[src/rtl/if_id_latch.sv]
// IF/ID pipeline register with stall/flush handling and the HLT drain-then-halt sequence.
// Optional IF_ID_STATS_EN adds saturating stall/flush event counters.
module if_id_latch #(
    parameter logic [15:0] NOP_INSTR    = 16'h0000,
    parameter logic [3:0]  HLT_OPCODE   = 4'hF,
    parameter int unsigned DRAIN_CYCLES = 3
) (
    input  logic        clk,
    input  logic        rst_n,
    input  logic [15:0] if_instr,
    input  logic [15:0] if_pc_plus_1,
    input  logic        stall,
    input  logic        flush,
    output logic [15:0] id_instr,
    output logic [15:0] id_pc_plus_1,
    output logic        id_valid,
    output logic        fetch_hlt,
    output logic        hlt
`ifdef IF_ID_STATS_EN
    ,
    output logic [15:0] stall_cnt,
    output logic [15:0] flush_cnt
`endif
);

    typedef enum logic [1:0] {StRun, StDrain, StHalted} state_e;

    localparam logic [3:0] DrainInit = 4'(DRAIN_CYCLES - 1);

    state_e      state_q, state_d;
    logic [3:0]  cnt_q, cnt_d;
    logic        hlt_q, hlt_d;
    logic [15:0] instr_q, instr_d;
    logic [15:0] pc_q, pc_d;
    logic        valid_q, valid_d;
    logic        halt_seen;

    always_ff @(posedge clk or negedge rst_n) begin
        if (!rst_n) begin
            state_q <= StRun;
            cnt_q   <= 4'd0;
            hlt_q   <= 1'b0;
            instr_q <= NOP_INSTR;
            pc_q    <= 16'd0;
            valid_q <= 1'b0;
        end else begin
            state_q <= state_d;
            cnt_q   <= cnt_d;
            hlt_q   <= hlt_d;
            instr_q <= instr_d;
            pc_q    <= pc_d;
            valid_q <= valid_d;
        end
    end

    always_comb begin
        state_d = state_q;
        cnt_d   = cnt_q;
        unique case (state_q)
            StRun: begin
                if (halt_seen) begin
                    state_d = StDrain;
                    cnt_d   = DrainInit;
                end
            end
            StDrain: begin
                if (cnt_q == 4'd0) state_d = StHalted;
                else               cnt_d   = cnt_q - 4'd1;
            end
            StHalted: state_d = StHalted;
            default:  state_d = StRun;
        endcase
        hlt_d = (state_d == StHalted);
    end

    // The edge on which HLT leaves decode already loads a bubble, so id_valid drops after it.
    always_comb begin
        instr_d = instr_q;
        pc_d    = pc_q;
        valid_d = valid_q;
        if (state_q != StRun || halt_seen || flush) begin
            instr_d = NOP_INSTR;
            pc_d    = 16'd0;
            valid_d = 1'b0;
        end else if (!stall) begin
            instr_d = if_instr;
            pc_d    = if_pc_plus_1;
            valid_d = 1'b1;
        end
    end

    always_comb begin
        halt_seen = (state_q == StRun) && valid_q && (instr_q[15:12] == HLT_OPCODE)
                    && !stall && !flush;
        fetch_hlt    = halt_seen || (state_q != StRun);
        hlt          = hlt_q;
        id_instr     = instr_q;
        id_pc_plus_1 = pc_q;
        id_valid     = valid_q;
    end

`ifdef IF_ID_STATS_EN
    logic [15:0] stall_cnt_q, flush_cnt_q;

    always_ff @(posedge clk or negedge rst_n) begin
        if (!rst_n) begin
            stall_cnt_q <= 16'd0;
            flush_cnt_q <= 16'd0;
        end else begin
            if (state_q == StRun && stall && !flush && stall_cnt_q != 16'hFFFF)
                stall_cnt_q <= stall_cnt_q + 16'd1;
            if (state_q == StRun && flush && flush_cnt_q != 16'hFFFF)
                flush_cnt_q <= flush_cnt_q + 16'd1;
        end
    end

    assign stall_cnt = stall_cnt_q;
    assign flush_cnt = flush_cnt_q;
`endif

endmodule

[config.mk]
export PLATFORM = sky130hd
export DESIGN_NAME = if_id_latch
export DESIGN_NICKNAME = d
export VERILOG_FILES = /design/src/rtl/if_id_latch.sv
export SDC_FILE = /design/constraint.sdc
export NUM_CORES = 1
export LEC_CHECK = 0
export CAP_MARGIN = 15
export CORE_MARGIN = 3
export CORE_UTILIZATION = 37
export CTS_CLUSTER_DIAMETER = 60
export DETAILED_ROUTE_END_ITERATION = 10
export PLACE_DENSITY_LB_ADDON = 0.15
export SETUP_SLACK_MARGIN = 0.02
export SYNTH_ARGS = -nofsm -noshare
export SYNTH_HDL_FRONTEND = slang
export SYNTH_SLANG_ARGS = --single-unit
[constraint.sdc]
create_clock -name clk -period 1.3 [get_ports clk]
set_input_delay 0.195 -clock clk [delete_from_list [all_inputs] [get_ports clk]]
set_output_delay 0.195 -clock clk [all_outputs]
set_load 0.02 [all_outputs]
; ---- Word level (Yosys, flattened, before mapping)
; Index checks and enable logic that the tools add are counted.
[classes]
add_sub_neg = 1
n_mul = 0
div = 0
n_lt_le_gt_ge = 0
eq_ne = 7
n_shift = 0
mux = 12
n_bitwise = 0
n_reduce_logical = 13
[op_table]
columns = cell, n
row1 = 16-bit two-way mux, 4
row2 = 4-bit two-way mux, 2
row3 = 4-bit case mux with 2 select lines, 1
row4 = 2-bit case mux with 3 select lines, 1
row5 = "2-bit == test, second input constant", 2
row6 = "4-bit == test, second input constant", 1
row7 = 1-bit logical AND, 4
row8 = 4-bit logical NOT, 1
row9 = 2-bit two-way mux, 2
row10 = "2-bit != test, second input constant", 2
row11 = 2-bit nonzero test, 2
row12 = "4-bit by 1-bit subtractor with 4-bit output, second input constant", 1
row13 = 3-bit AND reduction, 1
row14 = "2-bit by 1-bit == test with 1-bit output, second input constant", 1
row15 = 1-bit logical NOT, 2
row16 = 2-bit logical NOT, 1
row17 = 1-bit logical OR, 2
row18 = 1-bit two-way mux, 2
row19 = "2-bit by 1-bit != test with 1-bit output, second input constant", 1
[totals]
register_bits = 40
latchBits = 0
ramBits = 0
romBits = 0
in_bits = 36
out_inout_bits = 35
n_memories = 0

; ---- Logic depth before layout (Yosys ltp)
[depth]
word_depth = 8
mapped_depth = 5

; ---- Worst setup path after synthesis
; OpenSTA, ideal clock, no wires.
[synth_path]
kind = register to output
startpoint = register instr_q[12], in the netlist id_instr[12]
endpoint = output fetch_hlt
arrival_time_ns = 1.309
path_slack_ns = -0.204
stages_incl_launch_ff = 3
n_path_buf = 0
cell_sequence = dfrtp_1 -> nand4_1 -> o31ai_1
[synth_between]
elab_chain_len = 5
[synth_rtl]
columns = item, line_no
row1 = "start, declared", 33  ; logic [15:0] instr_q, instr_d;
row2 = "start signal, assigned", 50  ; instr_q <= instr_d;
row3 = 4-bit == test, 93  ; halt_seen = (state_q == StRun) && valid_q && (instr_q[15:12] == HLT_OPCODE)
row4 = 1-bit logical AND, 93
row5 = 1-bit logical AND (2 in series), 94  ; && !stall && !flush;
row6 = 1-bit logical OR, 95  ; fetch_hlt = halt_seen || (state_q != StRun);
row7 = "end, declared", 17  ; output logic fetch_hlt,
; No other way between the ends.

; ---- Worst setup path in the final report
; Same ends and word-level chain as after synthesis.

==> reports/metrics.csv <==
metric;value;unit
syn_to_final_growth;73.6;%
rsz0062_at_grt;true;
fin_crit;1.46;ns
avgSynthCellArea;12.3;um2
fin_cells;300;
clk_latency;0.29;ns
dieArea;0.00572;mm2
finalHoldViolations;0;
worstMarginPinSlew;0.544;ns
critPathCaptureType;output port;
final_layout_size_suffix_gt1_frac;0.403;
dr.pass1.iters;4;
worst_slack;-0.158;ns
synth_nets;183;
worstPathRequired;1.11;ns
place.gp.congestion;0.731;
final_common_cell;dfrtp_1;
drt_iter0_markers;73;
synth-edff-count;0;
skew;0.0105;ns
portBuffers;70;
leakage;1.52;nW
place_ws;-0.434;ns
cts.clk_slew.worst_paths;0.08;ns
cts.sinks;40;
final_cell_mix;dfrtp_1, mux2i_1, clkdlybuf4s50_1;
drc;0;
syn-cell-area;0.00179;mm2
die_w;75.6;um
grt_pass1_vias;1500;
diodes;0;
detail-route-antenna-nets;0;
period_share;1.12;
fp.coreArea;0.00450;mm2
synth_seq_cells;40;
drt-total-wl;4590;um
n_fill_cell;359;
hold_class;in -> async;
io_pins;71;
maxSlewHeadroom;0.637;
fin_util;0.691;
die_y;75.6;um
r2r_cells;5;
yosys_warnings;0;
synthCells;146;
critPathKind;reg -> out;
clockRootBuffer;clkbuf_8;
ys.flop_type;dfrtp_1;
violations;setup timing;
htree_levels;2;
critPathArrivalTime;1.26;ns
vias;1467;
avgViaCountPerCell;4.89;
gr-total-overflow;0;
cts_tree;yes;
grtUsageTotal;0.165;
finalNetCount;284;
max_freq;686;MHz
initial_core_util;0.398;
tns;-3.19;ns
cp-start-kind;flop;
fp-row-count;24;
setup_viol;39;
grt_max_degree;34;
dp_hpwl;3110;um
slew_violations;0;
seq_area_frac_synth;0.558;
powerDensity;931;mW/mm2
cp_max_fo;2;
maxCapViolCount;0;
async_reset_ff_frac;1.00;
clk_path_buf_depth;2;
wire_per_inst;15.3;um
ir_worst_vdd;0.000768;V
run_status;finished, violations left;
dp_cells;278;
antenna_found_initial;0;
grt_pass1_wl;7020;um
synth_cell_types;29;
cts-buffers-inserted;5;
timing repair:
action / 4_1_cts / 5_1_grt
pin swaps: 12 / 25
setup endpoints to repair: 75 / 43
hold endpoints to repair: 15 / 0
gates resized for setup: 72 / 49
hold buffers: 1 / 0
gates cloned: 1 / 2
setup buffers: 8 / 6
through the flow:
stage	cell area (um2)	hold slack (ns)	power (mW)
2_1_floorplan	1840	-0.101	1.64
3_3_place_gp	2700	0.132	1.96
3_5_place_dp	2700	0.135	1.97
4_1_cts	2890	0.365	2.85
5_1_grt	3110	0.391	3.05
6_report	3110	0.376	2.90
routing by layer:
metal / track usage / wire length [um] / vias to the layer above
met5: 0 / 0 / -
met4: 0.0602 / 70 / 0
met3: 0.0594 / 295 / 10
met2: 0.265 / 2250 / 58
met1: 0.204 / 1970 / 697
li1: - / - / 702
cells in the mapped netlist, types with 2 or more instances:
master    instances  area (um2)
dfrtp_1          40        1000
mux2i_1          32         320
nor2_2           20         125
nor2_1           14        52.6
buf_6             4        45.0
inv_1             4        15.0
nand3_1           4        20.0
buf_2             3        15.0
o21ai_0           3        15.0
a21oi_1           2        10.0
nand2b_1          2        12.5
cells by family after synthesis:
| logic type | synth area share |
|---|---|
| compound gates | 0.0454 |
| fa+ha+maj | 0.00698 |
| buf+inv | 0.0419 |
| flops | 0.558 |
| mux | 0.179 |
| simple gates | 0.169 |
where the power goes:
| group | internal [mW] | total, mW | switching (mW) |
|---|---|---|---|
| Sequential | 1.31 | 1.35 | 0.0387 |
| Combinational | 0.358 | 0.686 | 0.328 |
| Clock | 0.429 | 0.863 | 0.434 |
state kept, by name, summed over array words and instances (netlist names):
name          flops
hlt               1
id_pc_plus_1     16
state_q           2
id_instr         16
cnt_q             4
id_valid          1
worst paths after layout:
path / end / start / slack [ns]
max: fetch_hlt / id_instr[12] / -0.16
min: id_pc_plus_1[3] / rst_n / 0.38
max reg2reg: cnt_q[3] / cnt_q[1] / -0.11
min reg2reg: id_pc_plus_1[4] / id_pc_plus_1[4] / 0.53
max in group asynchronous: id_instr[12] / rst_n / 0.44
min in group clk: cnt_q[0] / stall / 0.51
worst max-delay path: stages (launching register included):
cell	delay, ns
dfrtp_2	0.36
nand4_1	0.13
buf_4	0.17
o31ai_4	0.17
buf_6	0.14
final cells by class:
cell class              count  area, um2  area share
inverters                   4       15.0     0.00483
clock inverters             2       15.0     0.00483
flip-flops and latches     40       1010       0.323
clock buffers               6       82.6      0.0265
well taps                  52       65.1      0.0209
multi-input cells          95        948       0.305
repair buffers            101        980       0.315
Power figures use the tool's default switching activity.
